==> config.mk <==
export PLATFORM = sky130hd
export DESIGN_NAME = spill_reg
export DESIGN_NICKNAME = d
export VERILOG_FILES = /design/src/rtl/spill_reg_pkg.sv /design/src/rtl/spill_reg_dfflr.sv /design/src/rtl/spill_reg.sv
export SDC_FILE = /design/constraint.sdc
export NUM_CORES = 1
export LEC_CHECK = 0
export BUFFER_PORTS_ARGS = -buffer_cell sky130_fd_sc_hd__buf_4
export CAP_MARGIN = 20
export CORE_ASPECT_RATIO = 2
export CORE_UTILIZATION = 55
export CTS_BUF_LIST = sky130_fd_sc_hd__clkbuf_8
export CTS_CLUSTER_SIZE = 14
export DETAILED_ROUTE_END_ITERATION = 8
export HOLD_SLACK_MARGIN = 0.05
export PLACE_DENSITY = 0.88
export REMOVE_ABC_BUFFERS = 1
export SETUP_SLACK_MARGIN = 0.1
export SYNTH_ARGS = -nofsm -noshare
export SYNTH_HDL_FRONTEND = slang
export SYNTH_SLANG_ARGS = --single-unit
==> constraint.sdc <==
create_clock -name clk_i -period 2.43 [get_ports clk_i]
set_input_delay 0.486 -clock clk_i [delete_from_list [all_inputs] [get_ports clk_i]]
set_output_delay 0.486 -clock clk_i [all_outputs]
set_load 0.03 [all_outputs]
==> src/rtl/spill_reg_pkg.sv <==
// Shared types for the spill register: occupancy states and the decode
// from the two slot full flags.
package spill_reg_pkg;

    typedef enum logic [1:0] {
        ST_EMPTY = 2'b00,
        ST_ONE   = 2'b01,
        ST_FULL  = 2'b11
    } state_e;

    // B is only ever filled while A is full, so {B=1, A=0} cannot occur.
    function automatic state_e decode_state(input logic a_full, input logic b_full);
        state_e st;
        if (!a_full && !b_full) begin
            st = ST_EMPTY;
        end else if (a_full && !b_full) begin
            st = ST_ONE;
        end else begin
            st = ST_FULL;
        end
        return st;
    endfunction

endpackage

==> src/rtl/spill_reg_dfflr.sv <==
// Load-enabled register with asynchronous active-low reset to zero.
module dfflr #(
    parameter int unsigned DATA_WIDTH = 1
) (
    input  logic                  clk_i,
    input  logic                  rst_n_i,
    input  logic                  en_i,
    input  logic [DATA_WIDTH-1:0] d_i,
    output logic [DATA_WIDTH-1:0] q_o
);

    always_ff @(posedge clk_i or negedge rst_n_i) begin
        if (!rst_n_i) begin
            q_o <= '0;
        end else if (en_i) begin
            q_o <= d_i;
        end
    end

endmodule

==> src/rtl/spill_reg.sv <==
// Two-entry skid buffer between valid/ready producer and consumer; every
// output is driven straight from a flop. BYPASS=1 reduces it to wires.
module spill_reg
    import spill_reg_pkg::*;
#(
    parameter int unsigned DATA_WIDTH = 32,
    parameter bit          BYPASS     = 1'b0
) (
    input  logic                  clk_i,
    input  logic                  rst_n_i,
    input  logic                  flush_i,
    input  logic                  valid_i,
    output logic                  ready_o,
    input  logic [DATA_WIDTH-1:0] dat_i,
    output logic                  valid_o,
    input  logic                  ready_i,
    output logic [DATA_WIDTH-1:0] dat_o,
    output logic [1:0]            count_o
);

    generate
        if (BYPASS) begin : g_bypass
            assign valid_o = valid_i;
            assign dat_o   = dat_i;
            assign ready_o = ready_i;
            assign count_o = '0;
        end else begin : g_reg
            logic                  a_full_q;
            logic                  a_full_d;
            logic                  b_full_q;
            logic                  b_full_d;
            logic                  a_load;
            logic                  b_load;
            logic                  a_from_b;
            logic                  in_fire;
            logic                  out_fire;
            logic [DATA_WIDTH-1:0] a_dat_q;
            logic [DATA_WIDTH-1:0] a_dat_d;
            logic [DATA_WIDTH-1:0] b_dat_q;
            state_e                state;

            assign state    = decode_state(a_full_q, b_full_q);
            assign in_fire  = valid_i & ~b_full_q;
            assign out_fire = a_full_q & ready_i;

            always_comb begin
                a_full_d = a_full_q;
                b_full_d = b_full_q;
                a_load   = 1'b0;
                b_load   = 1'b0;
                a_from_b = 1'b0;
                if (flush_i) begin
                    // Flags clear; data registers keep stale contents.
                    a_full_d = 1'b0;
                    b_full_d = 1'b0;
                end else begin
                    unique case (state)
                        ST_EMPTY: begin
                            if (in_fire) begin
                                a_load   = 1'b1;
                                a_full_d = 1'b1;
                            end
                        end
                        ST_ONE: begin
                            if (in_fire && out_fire) begin
                                a_load = 1'b1;
                            end else if (in_fire) begin
                                b_load   = 1'b1;
                                b_full_d = 1'b1;
                            end else if (out_fire) begin
                                a_full_d = 1'b0;
                            end
                        end
                        ST_FULL: begin
                            if (out_fire) begin
                                a_load   = 1'b1;
                                a_from_b = 1'b1;
                                b_full_d = 1'b0;
                            end
                        end
                        default: begin
                            a_full_d = 1'b0;
                            b_full_d = 1'b0;
                        end
                    endcase
                end
            end

            assign a_dat_d = a_from_b ? b_dat_q : dat_i;

            dfflr #(.DATA_WIDTH(1)) u_a_full (
                .clk_i   (clk_i),
                .rst_n_i (rst_n_i),
                .en_i    (1'b1),
                .d_i     (a_full_d),
                .q_o     (a_full_q)
            );

            dfflr #(.DATA_WIDTH(1)) u_b_full (
                .clk_i   (clk_i),
                .rst_n_i (rst_n_i),
                .en_i    (1'b1),
                .d_i     (b_full_d),
                .q_o     (b_full_q)
            );

            dfflr #(.DATA_WIDTH(DATA_WIDTH)) u_a_dat (
                .clk_i   (clk_i),
                .rst_n_i (rst_n_i),
                .en_i    (a_load),
                .d_i     (a_dat_d),
                .q_o     (a_dat_q)
            );

            dfflr #(.DATA_WIDTH(DATA_WIDTH)) u_b_dat (
                .clk_i   (clk_i),
                .rst_n_i (rst_n_i),
                .en_i    (b_load),
                .d_i     (dat_i),
                .q_o     (b_dat_q)
            );

            assign valid_o = a_full_q;
            assign dat_o   = a_dat_q;
            assign ready_o = ~b_full_q;
            assign count_o = {1'b0, a_full_q} + {1'b0, b_full_q};
        end
    endgenerate

endmodule

After elaboration in Yosys (flattened, before gate mapping)
Cells that the tools add are included.
- add/subtract/negate cells: 1
- equality and inequality tests: 10
- multiplexer cells: 22
- bitwise logic cells: 3
- reductions and logical operators: 8
- operators with widths (kind ; count):
    32-bit 2-to-1 mux ; 1
    3-bit != test (second input constant) ; 6
    1-bit 2-to-1 mux ; 16
    1-bit case mux with 3 select lines ; 3
    5-bit AND reduction ; 1
    2-bit 2-to-1 mux ; 2
    2-bit != test (second input constant) ; 2
    4-bit AND reduction ; 1
    1-bit logical AND ; 3
    1-bit by 1-bit adder with 2-bit output ; 1
    1-bit AND ; 2
    2-bit by 1-bit == test with 1-bit output (second input constant) ; 1
    2-bit == test (second input constant) ; 1
    1-bit logical NOT ; 2
    2-bit logical NOT ; 1
    1-bit inverter ; 1
- flip-flop bits (word level): 66
- input bits: 37
- output and inout bits: 36
- word-level logic and storage cells: 48

Depth between registers and ports, before layout
- depth after elaboration: 8
- gate-level depth with buffers: 8
- mapped depth without buffers: 6

Modules after synthesis
A second synthesis with hierarchy kept.
- cell total of the unflattened synthesis: 200
- area, all modules: 3360.7 sq um
- by module, submodules not included (module ; instances ; cells each ; area each (sq um) ; sequential area each (sq um)):
    dfflr (g_reg.u_a_dat ...) ; 2 ; 68 ; 1345.0 ; 800.8
    spill_reg ; 1 ; 60 ; 590.6 ; 0.0
    dfflr (g_reg.u_a_full ...) ; 2 ; 2 ; 40.0 ; 25.0

Worst setup path before layout
Ideal clock, no wire load.
- path kind: register to register
- start: register g_reg.u_a_full.q_o
- end: register g_reg.u_a_dat.q_o[10]
- library setup time: 126 ps
- data arrival time: 1848 ps
- required time: 2304 ps
- slack: 456 ps
- stages on the path, launching flop included: 8
- buffers on the path: 2
- cell sequence: dfrtp_1 inv_1 ha_1 or4_1 buf_6 buf_2 nor2_1 a31oi_1
- word-level cells in the longest chain between the ends: 7
- elaborated cells between the ends (all ways): 17
- classes of those cells: eq/ne (2); mux (9); bitwise (1); reduce/logical (5)
- ends and longest elaborated chain (element ; RTL line ; RTL):
    start, declared ; spill_reg_dfflr.sv:9 ; output logic [DATA_WIDTH-1:0] q_o
    start signal, assigned ; spill_reg_dfflr.sv:16 ; q_o <= d_i;
    1-bit logical AND or 1-bit logical NOT (tied branches) ; spill_reg_pkg.sv:16, spill_reg_pkg.sv:14 ;
    2-bit 2-to-1 mux or 1-bit logical AND (tied branches) ; spill_reg_pkg.sv:16, spill_reg_pkg.sv:14 ;
    2-bit 2-to-1 mux ; spill_reg_pkg.sv:14 ; if (!a_full && !b_full) begin
    2-bit == test ; spill_reg.sv:57 ; unique case (state)
    1-bit 2-to-1 mux ; spill_reg.sv:57 ;
    1-bit 2-to-1 mux ; spill_reg.sv:52 ; if (flush_i) begin
    32-bit 2-to-1 mux ; spill_reg.sv:89 ; assign a_dat_d = a_from_b ? b_dat_q : dat_i;
    end signal, assigned ; spill_reg_dfflr.sv:16 ;
    end, declared ; spill_reg_dfflr.sv:9 ;
Several ways; a longest one is shown, not always the timed one.
A chain may end at the register's enable or synchronous reset.

Worst setup path in the final report
- start: register g_reg.u_b_full.q_o
- end: register g_reg.u_a_dat.q_o[22]
- word-level cells in the longest chain between the ends: 8
- elaborated cells between the ends (all ways): 18
- classes of those cells: eq/ne (2); mux (9); bitwise (2); reduce/logical (5)
- ends and longest elaborated chain (element ; RTL line ; RTL):
    start, declared ; spill_reg_dfflr.sv:9 ;
    start signal, assigned ; spill_reg_dfflr.sv:16 ;
    1-bit logical NOT ; spill_reg_pkg.sv:14, spill_reg_pkg.sv:16 ;
    1-bit logical AND ; spill_reg_pkg.sv:16 ; end else if (a_full && !b_full) begin
    2-bit 2-to-1 mux ; spill_reg_pkg.sv:16 ;
    2-bit 2-to-1 mux ; spill_reg_pkg.sv:14 ;
    2-bit == test ; spill_reg.sv:57 ;
    1-bit 2-to-1 mux ; spill_reg.sv:57 ;
    1-bit 2-to-1 mux ; spill_reg.sv:52 ;
    32-bit 2-to-1 mux ; spill_reg.sv:89 ;
Several ways; a longest one is shown, not always the timed one.

==> results.yml <==
clock_network:
  clock_path_buffers: 2
  cts_hold_buf: 0
  cts_setup_buffers: 0
  clkTransAtPathRegs_ps: 60
  htree_levels: 3
  cts_tree: "done"
  cts_inserted_buffers: 9
  clock_latency_ps: 340
  root_buffer: "clkbuf_8"
  cts.sinks: 66
grt:
  use_met3_pct: 8.48
  overflow: 0
  antenna_found_initial: 0
  grtUsageMet2_pct: 41.1
  grt_pass1_vias: 2241
  grt_start_max_net_pins: 67
  grt_util_met1_pct: 34.0
  grt_busiest_layer: "met2"
  grt_pass1_wl_um: 10700
  grt_use_total_pct: 26.8
worst_setup_path:
  cp_max_fo: 64
  worstSetupPathType: "flop to flop"
  path_cells: "inv_1 > ha_1 > or4_2 > buf_4 > nor2_1 > a31oi_1"
  critical-path-top-delay-family: "simple AND/OR/NAND/NOR gates"
  max_stage_delay_ps: 630
  worstPathRequired_ps: 2620
  crit_buf_inv: 2
  endpoint_kind: "flop"
  cp-start-kind: "flop"
  worstPathArrival_ps: 2310
  slowest_stage: "or4_2"
synth:
  synth_warnings: 0
  synth_edf_count: 0
  synth_seq_cells: 66
  synth_cells: 268
  synthArstFlopShare_pct: 100
  ys_seq_area_share_pct: 57.6
  synth_area_um2: 2870
  yosysUniqueCellTypes: 23
  yosys_most_used_dff: "dfrtp_1"
  avgSynthCellArea_um2: 10.7
floorplanning:
  dieArea_um2: 5520
  ioPinCount: 73
  fp.dieW_um: 53.1
  die_h_um: 104
  row_count: 36
  fp.coreArea_um2: 4950
  initial_core_util_pct: 57.9
detailed_routing:
  drt_iter0_markers: 87
  wire_per_inst_um: 16.0
  drt_first_pass_iters: 4
  drcViolationCount: 0
  postRouteAntennaNets: 0
  num_vias: 2248
  wirelength_um: 6370
  vias_per_cell: 5.63
power_and_ir_drop:
  power_w: 0.00466
  powerDensity_nw_per_um2: 1300
  power.leakage_nw: 1.76
  vdd_drop_max_mv: 1.08
sta:
  clock.fmax_mhz: 471
  slew_viol_final: 0
  tightest_slew_ps: 817
  relSlewSlack_pct: 45.5
  min_period_ps: 2120
  finalCritPeriodShare_pct: 87.4
  fin_worst_skew_ps: 7.04
  hold_viol: 0
  setup_violations: 0
  rsz0062_at_grt: "no"
place:
  dp_cells: 386
  io_buffers: 72
  place_congestion: 0.809
  post-dp-hpwl_um: 4340
  dpl_cell_area_um2: 3420
layout:
  final_util_pct: 72.2
  drive_gt1_share_pct: 37.1
  area_growth_pct: 24.8
  final_cell_count_no_fill: 399
  nNetsFinal: 382
  antennaDiodeCount: 0
  final_area_um2: 3580
flow_run:
  timing.max_cap.violations: 0
min_path:
  hold_path.class: "primary input to asynchronous set/reset pin"
outcome:
  outcome: "complete, no violations"
-- sequential cells by signal (all words and copies together) (netlist names) --
name and count:
g_reg.u_b_dat.q_o 32, g_reg.u_a_full.q_o 1, g_reg.u_b_full.q_o 1, g_reg.u_a_dat.q_o 32
-- report_power, final --
group	switching (W)	total, W	internal (W)
combinational	0.00113	0.00196	0.000828
sequential	0.000298	0.00193	0.00163
clock	0.000373	0.000775	0.000401
total	0.00180	0.00466	0.00286
-- stage by stage --
stage	TNS (ps)	hold slack (ps)	setup slack, ps
global route	0	287	141
finish	0	219	305
CTS	0	258	260
global placement	0	487	341
floorplan	-2130	190	-66.7
detailed placement	0	494	278
-- timing repair --
action | 4_1_cts | 5_1_grt
setup endpoints to repair | 0 | 7
gates resized for setup | 0 | 1
endpoints found under the hold margin | 0 | 0
-- final cells by class --
cell class,count,area (um2)
clock inverters,2,7.51
repair buffers,78,586
clock buffers,11,151
inverters,2,7.51
multi-input cells,183,1100
fillers,365,1380
flip-flops and latches,66,1650
well taps,57,71.3
-- cells by family (layout without fill, tap and decap cells) --
family | Yosys count | count (layout) | synth area share, %
compound gates | 39 | 39 | 8.51
fa+ha+maj | 5 | 5 | 2.18
mux | 32 | 32 | 12.6
simple gates | 107 | 107 | 15.0
flops | 66 | 66 | 57.6
buf+inv | 19 | 93 | 4.15
-- metal layers --
metal | vias up | share of wire, %
li1 | 1048 | -
met1 | 1113 | 38
met2 | 75 | 54
met3 | 12 | 5.2
met4 | 0 | 2.7
met5 | - | 0
-- final timing paths --
path                                              startpoint                                 to  slack (ps)  depth (start not counted)
max                           g_reg.u_b_full.q_o$_DFFE_PN0P_  g_reg.u_a_dat.q_o[22]$_DFFE_PN0P_         310                          6
max reg2reg                   g_reg.u_b_full.q_o$_DFFE_PN0P_  g_reg.u_a_dat.q_o[22]$_DFFE_PN0P_         310                          6
min                                                  rst_n_i  g_reg.u_a_dat.q_o[11]$_DFFE_PN0P_         220                          1
max in group asynchronous                            rst_n_i     g_reg.u_a_full.q_o$_DFFE_PN0P_        1600                          1
min in group clk_i                                   flush_i     g_reg.u_a_full.q_o$_DFFE_PN0P_         330                          2
min reg2reg                g_reg.u_b_dat.q_o[30]$_DFFE_PN0P_  g_reg.u_b_dat.q_o[30]$_DFFE_PN0P_         500                          1
-- synthesized netlist by cell type (all sizes together) (2+ instances only) --
master   n  area [um2]
a21oi    2        10.0
a31oi   32         200
buf     13        96.3
clkbuf   4        15.0
dfrtp   66        1650
ha       5        62.6
inv      2        7.51
mux2    32         360
nand2   66         250
nor2    33         124
nor3     2        10.0
nor3b    2        20.0
o21ai    2        10.0
-- worst register-to-register path, stage by stage (launching register included) --
cell     delay [ps]
dfrtp_1         420
inv_1           130
ha_1            210
or4_2           630
buf_4           340
nor2_1          200
a31oi_1          60
-- layout by cell type, fill, tap and decap left out --
master,instances
mux2_2,32
a21boi_0,1
nand2_1,65
and2_1,1
nand2_2,1
nand3_2,1
nor2_1,33
a31oi_1,32
inv_1,4
buf_4,78
nor3_1,2
o21ai_0,2
nor3b_1,1
nor3b_2,1
a31o_2,1
a211oi_1,1
a21oi_1,2
clkbuf_8,11
dfrtp_2,1
or4_2,1
ha_1,5
nand2b_1,1
dfrtp_1,65
(Power assumes the default switching activity.)
